[src/rtl/msrv32_decode_stage.sv]
// ---------------------------------------------------------------------------
// msrv32_decode_stage
//
// Registered RV32I decode stage between fetch and execute. Each accepted
// instruction is decoded combinationally, and the decoded control bundle is
// written into a small FIFO. Execute reads the head entry. Fetch and execute
// can therefore stall independently. A trap flush empties the FIFO. A
// saturating counter records accepted illegal instructions.
//
// Optional feature macro: MSRV32_DEC_MEXT_EN
//   defined   : OP with funct7=0000001 (M extension) is legal, is_muldiv_out=1
//   undefined : funct7=0000001 is illegal, is_muldiv_out tied 0
//
// Handshake (valid/ready):
//   - Accept:  in_valid_in & in_ready_out, where in_ready_out = !full. Ready
//     never looks at out_ready_in, so a full FIFO cannot pass data through
//     in the same cycle.
//   - Pop:     out_valid_out & out_ready_in, where out_valid_out = !empty.
//   - A push and a pop may share a cycle. A trap flush overrides both, and
//     the input offered in the flush cycle is dropped.
//
// Ports:
//   clk_in, rst_in             clock, synchronous active-high reset
//   in_valid_in/in_ready_out   upstream handshake
//   instr_in, pc_in            instruction word and its PC
//   iadder_out_1_to_0_in       effective-address low bits (load/store)
//   trap_taken_in              flush request
//   out_valid_out/out_ready_in downstream handshake
//   instr_out, pc_out ...      head entry: instruction, PC, decoded controls,
//                              exception flags (all zero while empty)
//   illegal_count_out          saturating count of accepted illegal instrs
// ---------------------------------------------------------------------------
module msrv32_decode_stage #(
  parameter int XLEN      = 32,
  parameter int DEPTH     = 2,
  parameter int ILL_CNT_W = 16
) (
  input  logic                 clk_in,
  input  logic                 rst_in,
  input  logic                 in_valid_in,
  output logic                 in_ready_out,
  input  logic [31:0]          instr_in,
  input  logic [XLEN-1:0]      pc_in,
  input  logic [1:0]           iadder_out_1_to_0_in,
  input  logic                 trap_taken_in,
  output logic                 out_valid_out,
  input  logic                 out_ready_in,
  output logic [31:0]          instr_out,
  output logic [XLEN-1:0]      pc_out,
  output logic [2:0]           wb_mux_sel_out,
  output logic [2:0]           imm_type_out,
  output logic [2:0]           csr_op_out,
  output logic [3:0]           alu_opcode_out,
  output logic [1:0]           load_size_out,
  output logic                 load_unsigned_out,
  output logic                 mem_wr_req_out,
  output logic                 alu_src_out,
  output logic                 iadder_src_out,
  output logic                 csr_wr_en_out,
  output logic                 rf_wr_en_out,
  output logic                 illegal_instr_out,
  output logic                 misaligned_load_out,
  output logic                 misaligned_store_out,
  output logic                 is_muldiv_out,
  output logic [ILL_CNT_W-1:0] illegal_count_out
);

  localparam int AW = (DEPTH > 1) ? $clog2(DEPTH) : 1;

  // opcode[6:2] classes
  localparam logic [4:0] OPC_BRANCH   = 5'b11000;
  localparam logic [4:0] OPC_JAL      = 5'b11011;
  localparam logic [4:0] OPC_JALR     = 5'b11001;
  localparam logic [4:0] OPC_AUIPC    = 5'b00101;
  localparam logic [4:0] OPC_LUI      = 5'b01101;
  localparam logic [4:0] OPC_OP       = 5'b01100;
  localparam logic [4:0] OPC_OP_IMM   = 5'b00100;
  localparam logic [4:0] OPC_LOAD     = 5'b00000;
  localparam logic [4:0] OPC_STORE    = 5'b01000;
  localparam logic [4:0] OPC_SYSTEM   = 5'b11100;
  localparam logic [4:0] OPC_MISC_MEM = 5'b00011;

  typedef struct packed {
    logic [31:0]     instr;
    logic [XLEN-1:0] pc;
    logic [2:0]      wb_mux_sel;
    logic [2:0]      imm_type;
    logic [2:0]      csr_op;
    logic [3:0]      alu_opcode;
    logic [1:0]      load_size;
    logic            load_unsigned;
    logic            mem_wr_req;
    logic            alu_src;
    logic            iadder_src;
    logic            csr_wr_en;
    logic            rf_wr_en;
    logic            illegal;
    logic            mis_load;
    logic            mis_store;
    logic            is_muldiv;
  } entry_t;

  // -------------------------------------------------------------------------
  // Field extraction and class flags
  // -------------------------------------------------------------------------
  logic [4:0] w_opc;
  logic [2:0] w_funct3;
  logic [6:0] w_funct7;
  logic [4:0] w_rd;

  assign w_opc    = instr_in[6:2];
  assign w_funct3 = instr_in[14:12];
  assign w_funct7 = instr_in[31:25];
  assign w_rd     = instr_in[11:7];

  logic w_is_branch, w_is_jal, w_is_jalr, w_is_auipc, w_is_lui, w_is_op;
  logic w_is_op_imm, w_is_load, w_is_store, w_is_system, w_is_misc_mem;
  logic w_is_csr, w_known;

  assign w_is_branch   = (w_opc == OPC_BRANCH);
  assign w_is_jal      = (w_opc == OPC_JAL);
  assign w_is_jalr     = (w_opc == OPC_JALR);
  assign w_is_auipc    = (w_opc == OPC_AUIPC);
  assign w_is_lui      = (w_opc == OPC_LUI);
  assign w_is_op       = (w_opc == OPC_OP);
  assign w_is_op_imm   = (w_opc == OPC_OP_IMM);
  assign w_is_load     = (w_opc == OPC_LOAD);
  assign w_is_store    = (w_opc == OPC_STORE);
  assign w_is_system   = (w_opc == OPC_SYSTEM);
  assign w_is_misc_mem = (w_opc == OPC_MISC_MEM);
  // funct3 == 000 in SYSTEM is ECALL/EBREAK/xRET: no CSR access
  assign w_is_csr      = w_is_system & (w_funct3 != 3'b000);
  assign w_known       = w_is_branch | w_is_jal | w_is_jalr | w_is_auipc |
                         w_is_lui | w_is_op | w_is_op_imm | w_is_load |
                         w_is_store | w_is_system | w_is_misc_mem;

  // -------------------------------------------------------------------------
  // Legality
  // -------------------------------------------------------------------------
  logic w_muldiv;
  logic w_op_f7_ok;
  logic w_shift_bad;
  logic w_load_bad;
  logic w_store_bad;
  logic w_illegal;

`ifdef MSRV32_DEC_MEXT_EN
  assign w_muldiv   = w_is_op & (w_funct7 == 7'b0000001);
`else
  assign w_muldiv   = 1'b0;
`endif

  assign w_op_f7_ok = (w_funct7 == 7'b0000000) | (w_funct7 == 7'b0100000) |
                      w_muldiv;

  // SLLI takes only funct7=0; SRLI/SRAI take 0 or 0100000
  assign w_shift_bad = w_is_op_imm &
                       (((w_funct3 == 3'b001) & (w_funct7 != 7'b0000000)) |
                        ((w_funct3 == 3'b101) & (w_funct7 != 7'b0000000) &
                         (w_funct7 != 7'b0100000)));

  assign w_load_bad  = w_is_load & ((w_funct3 == 3'b011) |
                                    (w_funct3 == 3'b110) |
                                    (w_funct3 == 3'b111));
  assign w_store_bad = w_is_store & (w_funct3 >= 3'b011);

  assign w_illegal = (instr_in[1:0] != 2'b11) | ~w_known |
                     (w_is_op & ~w_op_f7_ok) | w_shift_bad |
                     w_load_bad | w_store_bad;

  // -------------------------------------------------------------------------
  // Alignment: halfword needs addr[0]==0, word needs addr==00
  // -------------------------------------------------------------------------
  logic w_misaligned;
  assign w_misaligned = ((w_funct3[1:0] == 2'b01) & iadder_out_1_to_0_in[0]) |
                        ((w_funct3[1:0] == 2'b10) &
                         (iadder_out_1_to_0_in != 2'b00));

  // -------------------------------------------------------------------------
  // Control decode into an entry
  // -------------------------------------------------------------------------
  entry_t w_dec;

  always_comb begin
    w_dec       = '0;
    w_dec.instr = instr_in;
    w_dec.pc    = pc_in;

    if (w_is_jal) begin
      w_dec.wb_mux_sel = 3'b101;
      w_dec.imm_type   = 3'b101;
    end else if (w_is_jalr) begin
      w_dec.wb_mux_sel = 3'b101;
      w_dec.imm_type   = 3'b001;
      w_dec.iadder_src = 1'b1;
    end else if (w_is_branch) begin
      w_dec.imm_type   = 3'b011;
    end else if (w_is_auipc) begin
      w_dec.wb_mux_sel = 3'b011;
      w_dec.imm_type   = 3'b100;
    end else if (w_is_lui) begin
      w_dec.wb_mux_sel = 3'b010;
      w_dec.imm_type   = 3'b100;
    end else if (w_is_op) begin
      w_dec.alu_src    = 1'b1;
    end else if (w_is_op_imm) begin
      w_dec.imm_type   = 3'b001;
    end else if (w_is_load) begin
      w_dec.wb_mux_sel = 3'b001;
      w_dec.imm_type   = 3'b001;
      w_dec.iadder_src = 1'b1;
    end else if (w_is_store) begin
      w_dec.imm_type   = 3'b010;
      w_dec.iadder_src = 1'b1;
    end else if (w_is_csr) begin
      w_dec.wb_mux_sel = 3'b100;
      w_dec.imm_type   = 3'b110;
    end

    // funct7[5] selects SUB/SRA; for immediates only SRAI carries it
    if (w_muldiv) begin
      w_dec.alu_opcode = {1'b0, w_funct3};
    end else if (w_is_op | w_is_op_imm) begin
      w_dec.alu_opcode = {w_funct7[5] & (w_is_op | (w_funct3 == 3'b101)),
                          w_funct3};
    end

    w_dec.csr_op        = w_is_csr ? w_funct3 : 3'b000;
    w_dec.load_size     = w_is_load ? w_funct3[1:0] : 2'b00;
    w_dec.load_unsigned = w_is_load & w_funct3[2];
    w_dec.mis_load      = w_is_load & w_misaligned;
    w_dec.mis_store     = w_is_store & w_misaligned;
    w_dec.illegal       = w_illegal;
    w_dec.is_muldiv     = w_muldiv;
    w_dec.mem_wr_req    = w_is_store & ~w_illegal & ~w_dec.mis_store;
    w_dec.csr_wr_en     = w_is_csr & ~w_illegal;
    w_dec.rf_wr_en      = (w_is_lui | w_is_auipc | w_is_jal | w_is_jalr |
                           w_is_op | w_is_op_imm | w_is_load | w_is_csr) &
                          (w_rd != 5'd0) & ~w_illegal;
  end

  // -------------------------------------------------------------------------
  // FIFO: pointers carry one extra wrap bit to tell full from empty
  // -------------------------------------------------------------------------
  logic [AW:0]          r_wr_ptr;
  logic [AW:0]          r_rd_ptr;
  entry_t               r_mem [DEPTH];
  logic [ILL_CNT_W-1:0] r_ill_cnt;

  logic w_empty;
  logic w_full;
  logic w_push;
  logic w_pop;

  assign w_empty = (r_wr_ptr == r_rd_ptr);
  assign w_full  = (r_wr_ptr[AW] != r_rd_ptr[AW]) &
                   (r_wr_ptr[AW-1:0] == r_rd_ptr[AW-1:0]);

  assign in_ready_out  = ~w_full;
  assign out_valid_out = ~w_empty;

  assign w_push = in_valid_in & ~w_full & ~trap_taken_in;
  assign w_pop  = ~w_empty & out_ready_in & ~trap_taken_in;

  always_ff @(posedge clk_in) begin
    if (rst_in) begin
      r_wr_ptr  <= '0;
      r_rd_ptr  <= '0;
      r_ill_cnt <= '0;
    end else if (trap_taken_in) begin
      r_wr_ptr  <= '0;
      r_rd_ptr  <= '0;
    end else begin
      if (w_push) r_wr_ptr <= r_wr_ptr + 1'b1;
      if (w_pop)  r_rd_ptr <= r_rd_ptr + 1'b1;
      if (w_push & w_illegal & ~(&r_ill_cnt)) r_ill_cnt <= r_ill_cnt + 1'b1;
    end
  end

  // Payload storage needs no reset: it is only visible while the slot is live
  always_ff @(posedge clk_in) begin
    if (w_push & ~rst_in) r_mem[r_wr_ptr[AW-1:0]] <= w_dec;
  end

  // -------------------------------------------------------------------------
  // Head entry, forced to zero while empty
  // -------------------------------------------------------------------------
  entry_t w_head;
  assign w_head = w_empty ? '0 : r_mem[r_rd_ptr[AW-1:0]];

  assign instr_out            = w_head.instr;
  assign pc_out               = w_head.pc;
  assign wb_mux_sel_out       = w_head.wb_mux_sel;
  assign imm_type_out         = w_head.imm_type;
  assign csr_op_out           = w_head.csr_op;
  assign alu_opcode_out       = w_head.alu_opcode;
  assign load_size_out        = w_head.load_size;
  assign load_unsigned_out    = w_head.load_unsigned;
  assign mem_wr_req_out       = w_head.mem_wr_req;
  assign alu_src_out          = w_head.alu_src;
  assign iadder_src_out       = w_head.iadder_src;
  assign csr_wr_en_out        = w_head.csr_wr_en;
  assign rf_wr_en_out         = w_head.rf_wr_en;
  assign illegal_instr_out    = w_head.illegal;
  assign misaligned_load_out  = w_head.mis_load;
  assign misaligned_store_out = w_head.mis_store;
  assign is_muldiv_out        = w_head.is_muldiv;
  assign illegal_count_out    = r_ill_cnt;

endmodule

[config.mk]
export PLATFORM = sky130hd
export DESIGN_NAME = msrv32_decode_stage
export DESIGN_NICKNAME = d
export VERILOG_FILES = /design/src/rtl/msrv32_decode_stage.sv
export SDC_FILE = /design/constraint.sdc
export NUM_CORES = 1
export LEC_CHECK = 0
export BUFFER_PORTS_ARGS = -buffer_cell sky130_fd_sc_hd__buf_2
export CAP_MARGIN = 5
export CORE_MARGIN = 2
export CORE_UTILIZATION = 35
export DETAILED_ROUTE_END_ITERATION = 6
export GPL_TIMING_DRIVEN = 0
export MAX_ROUTING_LAYER = met4
export PLACE_DENSITY = 0.6
export SLEW_MARGIN = 5
export SYNTH_ARGS = -nofsm -noshare
export SYNTH_HDL_FRONTEND = slang
export SYNTH_SLANG_ARGS = --single-unit
[constraint.sdc]
create_clock -name clk_in -period 27.6 [get_ports clk_in]
set_input_delay 8.28 -clock clk_in [delete_from_list [all_inputs] [get_ports clk_in]]
set_output_delay 8.28 -clock clk_in [all_outputs]
set_load 0.02 [all_outputs]
==> flow_summary.yaml <==
status:
  status: "completed"
floorplanning:
  start_util_pct: 35.60
  rows: 55
  die_area_um2: 24260
  ios: 178
  die_h_um: 155.8
  core_um2: 22640
  fp.dieW_um: 155.8
timing:
  finalCritPeriodShare_pct: 40.43
  rsz0062_at_grt: "false"
  tightest_slew_ns: 1.057
  fin_crit_ns: 11.16
  holdWs_ns: 0.5061
  finalHoldViolCount: 0
  skew_ns: 0.01450
  fmax_mhz: 89.62
  fin_setup_tns_ns: 0
  setup_violations: 0
  max_slew_margin_pct: 29.26
  maxSlewViolCount: 0
clock_network:
  cts_tree: "done"
  cts_made_buffers: 17
  cts_root_buffer: "clkbuf_16"
  cts_buffer_depth: 2
  hold_buffers: 0
  ctsHtreeMaxLevel: 4
  cts_sinks: 197
  clk_pin_slew_ns: 0.08
  clk_latency_ns: 0.43
  post-cts-setup-buffer-count: 0
  postCtsResizedCells: 0
route:
  wl_met2_um: 8308
  drtPass1Iterations: 5
  routed-wl-met3_um: 1266
  remaining_drc_errors: 0
  drt_iter0_drc: 289
  met1_length_um: 7875
  highest_layer: "met4"
  num_vias: 5091
  viasPerCell: 4.727
  routed_wl_um: 17670
  wl_per_cell_um: 16.41
  ant_nets: 0
setup_path:
  worst-setup-path-type: "reg2out"
  cp-end-kind: "primary output"
  reg2reg_depth: 8
  reg2reg_slack_ns: 24.88
  arrival_ns: 2.88
  critPathLaunchType: "register"
  crit_chain: "xor2_1, nor2_1, clkbuf_1, buf_1, nor2_1, buf_2"
  critPathTopFamily: "buffers and inverters"
  path_common_cell: "nor2_1"
  cp_slowest_stage_delay_ns: 0.82
  path_max_fanout: 10
  worstPathRequired_ns: 19.32
  critPathLaunch: "r_wr_ptr[0]"
  r2r_end: "r_mem[0][53]"
  slowest_stage: "nor2_1"
  path_buf_inv: 3
  r2r-start: "r_wr_ptr[0]"
place:
  finalWeightedCongestion: 0.7913
  hpwl_um: 12780
  io_buffers: 175
layout:
  finalNetCount: 848
  multi_input_area_um2: 2175
  area_growth_pct: 25.10
  n_fill_cell: 2088
  seqCellArea_um2: 5705
  drive_gt1_share_pct: 30.80
pwr:
  p_leak_nw: 3.660
  p_total_uw: 632.1
  p_per_area_nw_per_um2: 62.69
  ir_worst_vdd_v: 0.00003604
grt:
  grt_overflow: 0
  grtUsageTotal_pct: 14.97
  grt_pass1_vias: 4917
  grt_start_max_net_pins: 31
  grt_pass1_wl_um: 26740
  antenna_found_initial: 3
logic_synthesis:
  synth.ff_latch_count: 197
  async_flop_share_pct: 0
  ys.warnings.count: 0
  yosys.cell_types.count: 51
  avgSynthCellArea_um2: 14.17
  ys.flop_type: "edfxtp_1"
  postSynthCellCount: 569
  synth_area_um2: 8060
  seq_area_frac_synth_pct: 70.79
  synth_fp_nets: 641
  synth_edf_count: 176
hold_path:
  whs_endpoint: "illegal_count_out[9]"
  hold_path.class: "reg2reg"
  holdCritStartpoint: "illegal_count_out[9]"
  whs_path_depth: 2
run:
  maxCapViolations: 0
==> worst max path at each step <==
| stage | endpoint | slack, ns | cells past startpoint |
|---|---|---|---|
| floorplan | r_mem[0][0] | 12.04 | 4 |
| global placement | r_mem[0][33] | 8.02 | 4 |
| detailed placement | r_mem[0][33] | 16.60 | 8 |
| CTS | pc_out[7] | 16.30 | 6 |
| global route | pc_out[10] | 16.17 | 6 |
| finish | pc_out[7] | 16.44 | 6 |
==> flip-flops by register name (all words and copies together), names as in the netlist, named ones only <==
name / flops
illegal_count_out: 16
r_mem: 176
r_rd_ptr: 2
r_wr_ptr: 2
==> placed cells by master, fill, tap and decap left out, types with 4 or more instances in the layout <==
| master | synthesis | layout |
|---|---|---|
| a21oi_1 | 14 | 14 |
| and2_1 | 5 | 5 |
| and3_1 | 4 | 4 |
| buf_2 | 4 | 179 |
| buf_4 | 3 | 6 |
| buf_6 | 3 | 10 |
| clkbuf_1 | 18 | 18 |
| clkbuf_16 | 0 | 17 |
| clkinv_8 | 0 | 6 |
| dfxtp_1 | 21 | 21 |
| edfxtp_1 | 176 | 176 |
| inv_1 | 10 | 10 |
| inv_6 | 0 | 4 |
| mux2i_1 | 89 | 89 |
| nand2_1 | 15 | 15 |
| nand3_1 | 9 | 9 |
| nor2_1 | 111 | 110 |
| nor2b_1 | 6 | 6 |
| nor3_1 | 6 | 5 |
| o21ai_0 | 10 | 10 |
| o31ai_1 | 6 | 6 |
| or3_1 | 6 | 6 |
| or4_1 | 6 | 6 |
| xnor2_1 | 4 | 4 |
| xor2_1 | 6 | 6 |
==> synth_stat cells, drive strengths merged, types with 2 or more instances <==
cell / number / area (µm²)
a21boi: 2 / 15.01
a21oi: 14 / 70.07
buf: 12 / 83.83
edfxtp: 176 / 5285
inv: 11 / 41.29
nand3: 9 / 45.04
nand2b: 4 / 27.53
nor3: 7 / 40.04
o21ai: 13 / 68.82
mux2i: 89 / 890.9
nor2: 111 / 416.7
nand4: 3 / 18.77
o211ai: 3 / 27.52
and3: 4 / 25.02
nand2: 15 / 56.30
dfxtp: 21 / 420.4
xor2: 6 / 52.55
o31ai: 6 / 45.04
nor2b: 6 / 37.54
clkbuf: 18 / 67.56
and2: 5 / 31.28
or4: 6 / 45.04
or3: 6 / 37.54
nor4: 2 / 27.53
xnor2: 4 / 35.03
or2: 2 / 15.02
==> worst register-to-register path, stage by stage (launching register included) <==
cell,delay [ns]
dfxtp_1,0.42
xor2_1,0.19
nand2b_2,0.17
nand2_1,0.12
nor3_2,0.64
buf_4,0.35
buf_6,0.19
buf_6,0.16
buf_4,0.20
==> report_power, final <==
group	internal, mW	switching [mW]
logic	0.0183	0.0354
registers	0.330	0.00152
clock network	0.123	0.124
total	0.471	0.161
==> routing by layer <==
metal  track usage (%)  up-vias
met4             4.063        0
met2             23.75      139
met1             18.59     2423
met3             4.778       17
met5                 -        -
li1                  -     2512
==> per-stage QoR <==
stage	setup WS, ns	utilization [%]	cells	area, µm²
6_report	16.44	44.54	1077	10080
5_1_grt	16.17	44.54	1077	10080
4_1_cts	16.30	44.50	1074	10080
3_5_place_dp	16.60	41.81	1042	9467
3_3_place_gp	8.020	41.04	1029	9293
2_1_floorplan	12.04	-	569	8060
==> logic make-up after synthesis <==
family,synth area share [%]
AOI/OAI and AO/OA,3.912
buffers and inverters,2.391
and+or+nand+nor,10.43
xor gates and xnor gates,1.087
DFF,70.79
other,0.04652
adders and majority gates,0.1552
muxes,11.19
==> final cells by class <==
cell class | instances | area share, %
clock buffers | 17 | 4.219
plain buffers | 30 | 1.501
diodes | 3 | 0.07445
repair buffers | 188 | 10.29
clock inverters | 15 | 1.824
well taps | 285 | 3.536
multi-input cells | 331 | 21.57
inverters | 11 | 0.4095
flip-flops and latches | 197 | 56.58
Note: power is estimated with default switching activity, not from simulation.
